===== config.mk =====
export PLATFORM = sky130hd
export DESIGN_NAME = video_timing_meas
export DESIGN_NICKNAME = d
export VERILOG_FILES = /design/src/rtl/video_timing_meas.sv
export SDC_FILE = /design/constraint.sdc
export NUM_CORES = 1
export LEC_CHECK = 0
export ABC_CLOCK_PERIOD_IN_PS = 3400
export CORE_UTILIZATION = 40
export DETAILED_ROUTE_END_ITERATION = 8
export PLACE_DENSITY = 0.64
export SYNTH_ARGS = -nofsm -noshare
export SYNTH_HDL_FRONTEND = slang
export SYNTH_SLANG_ARGS = --single-unit

===== constraint.sdc =====
create_clock -name VCLK_i -period 3.4 [get_ports VCLK_i]
set_input_delay 0.51 -clock VCLK_i [delete_from_list [all_inputs] [get_ports VCLK_i]]
set_output_delay 0.51 -clock VCLK_i [all_outputs]
set_load 0.005 [all_outputs]

===== src/rtl/video_timing_meas.sv =====
// rtl/video_timing_meas.sv - HSYNC/VSYNC/DE timing analyser with stability lock for the scaler video output
module video_timing_meas #(
    parameter bit SYNC_ACTIVE_LOW = 1'b1,
    parameter int LOCK_FRAMES     = 3,
    parameter int HTIMEOUT        = 4095
) (
    input  logic        VCLK_i,
    input  logic        nRST_i,
    input  logic        HSYNC_i,
    input  logic        VSYNC_i,
    input  logic        DE_i,
    output logic [11:0] h_total_o,
    output logic [11:0] h_sync_o,
    output logic [11:0] h_active_o,
    output logic [10:0] v_total_o,
    output logic [10:0] v_active_o,
    output logic        meas_strobe_o,
    output logic        locked_o,
    output logic        h_unstable_o,
    output logic        lost_o
);
    localparam int            TW       = $clog2(HTIMEOUT + 2);
    localparam logic [TW-1:0] T_LIMIT  = TW'(HTIMEOUT + 1);
    localparam logic [TW-1:0] T_ONE    = TW'(1);
    localparam logic [3:0]    LOCK_MAX = 4'(LOCK_FRAMES);
    localparam logic [3:0]    LOCK_ARM = 4'(LOCK_FRAMES - 1);

    typedef enum logic {WAIT_V = 1'b0, MEAS = 1'b1} state_t;
    state_t state, state_nx;

    logic hs_r, vs_r, de_r, hs_d, vs_d, de_d;
    logic hs_lead, hs_trail, vs_lead, de_fall;

    logic [11:0]   hcnt, hsw, line_hsync, derun;
    logic [TW-1:0] tcnt;
    logic          h_valid, line_de;

    logic [11:0] last_len, ref_len, frame_hact;
    logic        ref_valid, unstable;
    logic [10:0] vcnt, vact;
    logic        pend;
    logic [3:0]  stable_cnt;

    logic [11:0] last_len_nx, ref_len_nx, frame_hact_nx;
    logic        ref_valid_nx, unstable_nx;
    logic [10:0] vcnt_nx, vact_nx;
    logic [3:0]  sc_inc;
    logic        lost_ev, upd, same;

    always_ff @(posedge VCLK_i) begin
        if (!nRST_i) begin
            {hs_r, vs_r, de_r, hs_d, vs_d, de_d} <= '0;
        end else begin
            hs_r <= HSYNC_i ^ SYNC_ACTIVE_LOW;
            vs_r <= VSYNC_i ^ SYNC_ACTIVE_LOW;
            de_r <= DE_i;
            hs_d <= hs_r;
            vs_d <= vs_r;
            de_d <= de_r;
        end
    end

    assign hs_lead  = hs_r & ~hs_d;
    assign hs_trail = ~hs_r & hs_d;
    assign vs_lead  = vs_r & ~vs_d;
    assign de_fall  = ~de_r & de_d;

    // The saturation terms are "about to overflow", so a sync edge arriving in time rescues the counter.
    assign lost_ev = (hcnt == 12'hFFF && !hs_lead)
                  || (derun == 12'hFFF && de_r && de_d)
                  || (tcnt == T_LIMIT && !hs_lead)
                  || (state == MEAS && vcnt == 11'h7FF && hs_lead);
    assign upd     = pend && !lost_ev;

    always_ff @(posedge VCLK_i) begin
        if (!nRST_i) begin
            state <= WAIT_V;
        end else begin
            state <= state_nx;
        end
    end

    always_comb begin
        state_nx = state;
        case (state)
            WAIT_V:  if (vs_lead && !lost_ev) state_nx = MEAS;
            MEAS:    if (lost_ev) state_nx = WAIT_V;
            default: state_nx = WAIT_V;
        endcase
    end

    // Accumulators clear one cycle after the VSYNC edge, so a line closed by a coincident HSYNC edge lands in the old frame.
    always_comb begin
        if (state == WAIT_V || pend) begin
            last_len_nx   = '0;
            ref_len_nx    = '0;
            frame_hact_nx = '0;
            ref_valid_nx  = 1'b0;
            unstable_nx   = 1'b0;
            vcnt_nx       = '0;
            vact_nx       = '0;
        end else begin
            last_len_nx   = last_len;
            ref_len_nx    = ref_len;
            frame_hact_nx = frame_hact;
            ref_valid_nx  = ref_valid;
            unstable_nx   = unstable;
            vcnt_nx       = vcnt;
            vact_nx       = vact;
        end
        if (state == MEAS) begin
            if (hs_lead) begin
                if (vcnt_nx != 11'h7FF) vcnt_nx = vcnt_nx + 11'd1;
                if (line_de && vact_nx != 11'h7FF) vact_nx = vact_nx + 11'd1;
                if (h_valid) begin
                    last_len_nx = hcnt;
                    if (!ref_valid_nx) begin
                        ref_len_nx   = hcnt;
                        ref_valid_nx = 1'b1;
                    end else if (hcnt != ref_len_nx) begin
                        unstable_nx = 1'b1;
                    end
                end
            end
            if (de_fall && derun > frame_hact_nx) frame_hact_nx = derun;
        end
    end

    assign same   = ({last_len, line_hsync, frame_hact, vcnt, vact}
                  == {h_total_o, h_sync_o, h_active_o, v_total_o, v_active_o});
    assign sc_inc = (stable_cnt >= LOCK_MAX) ? LOCK_MAX : stable_cnt + 4'd1;

    always_ff @(posedge VCLK_i) begin
        if (!nRST_i) begin
            hcnt       <= '0;
            tcnt       <= '0;
            hsw        <= '0;
            line_hsync <= '0;
            derun      <= '0;
            h_valid    <= 1'b0;
            line_de    <= 1'b0;
            last_len   <= '0;
            ref_len    <= '0;
            frame_hact <= '0;
            ref_valid  <= 1'b0;
            unstable   <= 1'b0;
            vcnt       <= '0;
            vact       <= '0;
            pend       <= 1'b0;
            stable_cnt <= '0;
        end else begin
            hcnt    <= hs_lead ? 12'd1 : ((hcnt == 12'hFFF) ? hcnt : hcnt + 12'd1);
            tcnt    <= hs_lead ? '0 : ((tcnt == T_LIMIT) ? tcnt : tcnt + T_ONE);
            h_valid <= lost_ev ? 1'b0 : (hs_lead ? 1'b1 : h_valid);
            line_de <= hs_lead ? de_r : (line_de | de_r);
            if (hs_r) hsw <= hs_lead ? 12'd1 : ((hsw == 12'hFFF) ? hsw : hsw + 12'd1);
            if (hs_trail) line_hsync <= hsw;
            if (!de_r) derun <= '0;
            else derun <= !de_d ? 12'd1 : ((derun == 12'hFFF) ? derun : derun + 12'd1);

            last_len   <= last_len_nx;
            ref_len    <= ref_len_nx;
            frame_hact <= frame_hact_nx;
            ref_valid  <= ref_valid_nx;
            unstable   <= unstable_nx;
            vcnt       <= vcnt_nx;
            vact       <= vact_nx;
            pend       <= (state == MEAS) && vs_lead && !lost_ev;

            if (lost_ev) begin
                stable_cnt <= '0;
            end else if (upd) begin
                stable_cnt <= (same && !unstable) ? sc_inc : 4'd0;
            end
        end
    end

    always_ff @(posedge VCLK_i) begin
        if (!nRST_i) begin
            h_total_o     <= '0;
            h_sync_o      <= '0;
            h_active_o    <= '0;
            v_total_o     <= '0;
            v_active_o    <= '0;
            meas_strobe_o <= 1'b0;
            locked_o      <= 1'b0;
            h_unstable_o  <= 1'b0;
            lost_o        <= 1'b0;
        end else begin
            meas_strobe_o <= upd;
            if (upd) begin
                h_total_o    <= last_len;
                h_sync_o     <= line_hsync;
                h_active_o   <= frame_hact;
                v_total_o    <= vcnt;
                v_active_o   <= vact;
                h_unstable_o <= unstable;
            end
            if (lost_ev) begin
                lost_o   <= 1'b1;
                locked_o <= 1'b0;
            end else if (upd) begin
                lost_o   <= 1'b0;
                locked_o <= same && !unstable && (sc_inc >= LOCK_ARM);
            end
        end
    end
endmodule


### Yosys cells after proc, flatten, opt, wreduce, memory -nomap -nowiden

Cells that the tools add are included.

* flip-flop bits (word level): 197
* input port bits: 5
* word-level logic and storage cells: 140

* add/subtract/negate cells: 7
* magnitude comparators: 3
* equality and inequality tests: 12
* muxes and demuxes: 44
* bitwise logic cells: 13
* reduce and logical (&&, ||, !) cells: 27

Operators by type and width (count)
* $mux W12: 14
* $mux W11: 8
* $eq A58 B58 Y1: 1
* $add A12 B1 Y12 const B: 3
* $eq A12 B12 Y1 const B: 3
* $add A11 B1 Y11 const B: 2
* $ne A11 B11 Y1 const B: 2
* $mux W1: 19
* $logic_and A1 B1 Y1: 14
* $add A13 B1 Y13 const B: 1
* $eq A13 B13 Y1 const B: 1
* $gt A12 B12 Y1: 1
* $ne A12 B12 Y1: 1
* $eq A11 B11 Y1 const B: 1
* $ge A4 B2 Y1 const B: 2
* $mux W4: 2
* $not A1 Y1: 8
* $ne A2 B2 Y1 const B: 3
* $add A4 B1 Y4 const B: 1
* $and A1 B1 Y1: 4
* $logic_or A1 B1 Y1: 4
* $reduce_and A2 Y1: 2
* $reduce_or A2 Y1: 2
* $logic_not A1 Y1: 3
* other kinds (4): 4

### Depth between registers and ports, before layout

* depth in word-level cells: 11
* mapped depth: 14

### Worst setup path before layout

Ideal clock, no wire load.

* kind: flip-flop to flip-flop
* from: register pend
* to: register frame_hact[10]
* library setup time: 0.074 ns
* data arrival time: 3.041 ns
* data required time: 3.326 ns
* setup slack: 0.286 ns
* stages on the path, launching flop included: 15
* clock period less this slack: 3.114 ns
* cell sequence: dfxtp_1 > clkbuf_1 > nor2b_1 > clkbuf_1 > clkbuf_1 > buf_1 > nand2_1 > ha_1 > nor2b_1 > o211ai_1 > a21oi_1 > o21bai_1 > a21oi_1 > clkbuf_1 > mux2i_1

* cells in the longest elaborated chain, start to end: 6

RTL lines
* start, declared: line 41 `logic pend;`
* start signal, assigned: line 168 `pend <= (state == MEAS) && vs_lead && !lost_ev;`
* $logic_or A1 B1 Y1 *: line 94 `if (state == WAIT_V || pend) begin`
* $mux W12 *: line 94
* $gt A12 B12 Y1: line 125 `if (de_fall && derun > frame_hact_nx) frame_hact_nx = derun;`
* $logic_and A1 B1 Y1: line 125
* $mux W12: line 125
* $mux W12 *: line 111 `if (state == MEAS) begin`
* end signal, assigned: line 163 `frame_hact <= frame_hact_nx;`
* end, declared: line 38 `logic [11:0] last_len, ref_len, frame_hact;`

Mark *: on every way between the ends. The rest lies on a longest branch, timed or not.
A chain may end at the register's enable or synchronous reset.

### Worst setup path after layout

* from: register hcnt[0]
* to: register h_total_o[0]

* cells in the longest elaborated chain, start to end: 7

RTL lines
* start, declared: line 34 `logic [11:0] hcnt, hsw, line_hsync, derun;`
* start signal, assigned: line 152 `hcnt <= hs_lead ? 12'd1 : ((hcnt == 12'hFFF) ? hcnt : hcnt + 12'd1);`
* $eq A12 B12 Y1: line 69 `assign lost_ev = (hcnt == 12'hFFF && !hs_lead)`
* $logic_and A1 B1 Y1: line 69
* $logic_or A1 B1 Y1: line 70 `|| (derun == 12'hFFF && de_r && de_d)`
* $logic_or A1 B1 Y1: line 71 `|| (tcnt == T_LIMIT && !hs_lead)`
* $logic_or A1 B1 Y1: line 72 `|| (state == MEAS && vcnt == 11'h7FF && hs_lead);`
* $logic_not A1 Y1: line 73 `assign upd = pend && !lost_ev;`
* $logic_and A1 B1 Y1: line 73
* end signal, assigned: line 192 `h_total_o <= last_len;`
* end, declared: line 12 `output logic [11:0] h_total_o,`

Every way passes these cells.

==> run metrics <==
Worst R2R End h_total_o[0]; reg2reg setup slack ~0.65 ns; worst-margin pin slew 0.915 ns; drt initial violations 544; status finished, violations left; Post-CTS Setup Inserts 0; total CTS buffers 17; switching share of power 0.234; worst vdd rail ir drop 0.246 mV; Flop pwr share 0.528; fmax roughly 360 MHz; crit end category register; Wirelength per Cell 16.2 µm; Buffers on Ports 66; share of layout cells above drive strength 1 0.0606; grt met2 use 0.332; worst hold-check path type reg -> reg; register area share after synthesis 0.436; met3 GRT Util 0.0410; crit-path max FO 43; Worst slew margin 0.390; met1 usage 0.279; Pwr Density 425 nW/µm²; dpl ws about 0.72 ns; Main synth FF type dfxtp_1; vias per inst 5.24; Tmin final 2.75 ns; core area roughly 22000 µm²; P_sw about 0.0010 W; Cells after Synth 1106; async set or reset register ratio after synthesis 0; global-route wire length before repair 38.0 mm; GR peak layer met2; EDFF count, synth 0; #FFs+latches synth 197; share of Yosys cell area claimed by the top area cell type 0.436; Layout area overhead 15.2%; final setup fails 0; post-layout util 0.474; Hold Crit Start vs_d; YS warnings 0; CTS Root Cell clkbuf_16; CTS clk-pin slew, worst paths 0.07 ns; ant diodes 0; grt total ovfl 0; Crit Reg-Reg Startpoint hcnt[0]; Post-route DRC 7; count of different cell masters after synthesis 54; fin nets 1167; Syn Nets 1131; first drt pass iteration count 7; htree depth 4; Resize count post-CTS 0; type of origin of the critical path register; vias in the first global route 7057; setup tns final 0 ns; post-route insts no fill 1435; hold endpoint pend; final period utilization 0.809; pin count of the biggest net entering global routing 79; antenna viol nets, final 0; Power Internal ~0.0034 W; RSZ-0062 raised after global routing false; Worst R2R Path Depth 8; Post-Syn Area per Cell slightly above 8 µm²; via count 7519; Initial Utilization 0.411; clk sinks 197; synth top area cells dfxtp_1, nand2_1, xor2_1, a21oi_1, nor2_1; max-slew violation count 0; initial antenna violation count 0; Final Hold Fails 0; Clock Latency Late Sink ~0.44 ns; Clock Path Buffers 2; power share of the clock group 0.441; Setup CP Type reg -> reg; hold path depth 1; Max Cap Violations 0; Worst Clk Skew 0.0102 ns; CP Data Arrival Time 3.11 ns; row cnt 54; # hold bufs at CTS 0; gr usage total 0.206; dpl hpwl 16.5 mm; setup ws final 0.648 ns; Hold WS between 0.4 and 0.5 ns; failing checks design-rule violations; Comb power frac 0.031; DIE HEIGHT 152 µm; TritonCTS clock tree built; Die Area 23200 µm²; Leak 3.78 nW; Synth area leader dfxtp_1; Top Ports between 60 and 70; drt total wl 23.2 mm; mapped cell area 9050 µm²; Die X approximately 150 µm; Final Wtd Congestion 0.847; worst path required time 3.76 ns; dpl cells 1403
[through the flow]
step,cell area [µm²],power (W)
3_5_place_dp,9870,0.00253
4_1_cts,10400,0.00447
5_1_grt,10400,0.00459
2_1_floorplan,9050,0.00248
3_3_place_gp,9870,0.00253
6_report,10400,0.00443
[state kept, by name, indices dropped and copies added (netlist names), 4 cells and up]
signal / cells
v_active_o: 11
vact: 11
derun: 12
line_hsync: 12
hcnt: 12
stable_cnt: 4
tcnt: 13
frame_hact: 12
last_len: 12
v_total_o: 11
h_active_o: 12
vcnt: 11
h_total_o: 12
h_sync_o: 12
hsw: 12
ref_len: 12
[power groups by stage]
stage	Sequential [W]	Combinational, W	Clock [W]
4_1_cts	0.00234	0.000137	0.00199
2_1_floorplan	0.00238	0.0000961	0
6_report	0.00234	0.000136	0.00196
3_5_place_dp	0.00239	0.000136	0
3_3_place_gp	0.00239	0.000135	0
5_1_grt	0.00234	0.000150	0.00210
[synthesized netlist by cell type (12+ instances only)]
cell / count
nand2_1: 239
clkbuf_1: 33
ha_1: 20
xnor2_1: 29
nand4_1: 20
xor2_1: 84
buf_2: 12
nor3_1: 15
and3_1: 13
mux2i_1: 17
nor2_1: 94
nor4_1: 20
nand3_1: 55
a21oi_1: 119
dfxtp_1: 197
inv_1: 13
[layout by cell type (no fill, tap or decap), types with 3 or more instances in the layout]
cell type | netlist | final
nor2b_1 | 6 | 5
clkbuf_16 | 0 | 17
mux2i_1 | 17 | 17
nand4_1 | 20 | 20
clkinv_4 | 0 | 5
xor2_1 | 84 | 84
clkdlybuf4s50_1 | 0 | 66
nand2b_1 | 5 | 5
clkbuf_1 | 33 | 5
o21ai_0 | 10 | 10
and3_1 | 13 | 13
a31oi_1 | 10 | 10
a21oi_2 | 10 | 10
buf_4 | 10 | 14
xnor2_1 | 29 | 29
nor3_1 | 15 | 15
nand3_1 | 55 | 54
inv_1 | 13 | 13
nand2_1 | 239 | 239
and4_1 | 3 | 3
a211oi_1 | 5 | 5
and2_1 | 7 | 7
o32ai_1 | 4 | 4
or3_1 | 4 | 4
nor4bb_1 | 6 | 6
ha_1 | 20 | 20
nor4_1 | 20 | 20
dfxtp_1 | 197 | 197
nor2_1 | 94 | 94
nand2_2 | 10 | 10
a21oi_1 | 119 | 119
[critical path: stages (launching register included)]
cell and delay (ns):
dfxtp_1 0.53, ha_1 0.31, nand3_1 0.14, or4_4 0.52
a21o_1 0.26, nand3_2 0.36, buf_12 0.28, nand2_1 0.10
a21oi_1 0.15
[logic make-up (layout without fill, tap and decap cells)]
logic type	count (synthesis)	after routing	synth area share
AOI/OAI and AO/OA	171	171	0.107
xor gates and xnor gates	113	113	0.109
adders and majority gates	20	20	0.0277
buffers and inverters	78	127	0.0416
DFF	197	197	0.436
muxes	17	17	0.0188
and+or+nand+nor	510	510	0.259
[final cells by class]
| cell class | count | area, µm² |
|---|---|---|
| Clock buffer | 23 | 458 |
| Timing Repair Buffer | 81 | 786 |
| Clock inverter | 9 | 97.6 |
| Inverter | 14 | 52.6 |
| Sequential cell | 197 | 3940 |
| Tap cell | 280 | 350 |
| Multi-Input combinational cell | 831 | 4740 |
| Fill cell | 2151 | 11600 |
[routing by layer]
metal	part of all wire	wire (µm)
met2	0.46	10700
met1	0.47	11000
met3	0.049	1140
met4	0.019	430
met5	0	0
[worst max path at each step]
stage                     startpoint        endpoint  slack, ns  depth (start not counted)
after floorplan                 pend  frame_hact[10]       0.29                         14
after global placement       hcnt[0]    h_total_o[3]       0.74                          8
after detailed placement     hcnt[0]     h_sync_o[9]       0.72                          8
after CTS                    hcnt[0]    h_total_o[0]       0.67                          8
after global routing         hcnt[0]  h_active_o[10]       0.49                          8
final                        hcnt[0]    h_total_o[0]       0.65                          8
Power figures use the tool's default switching activity.
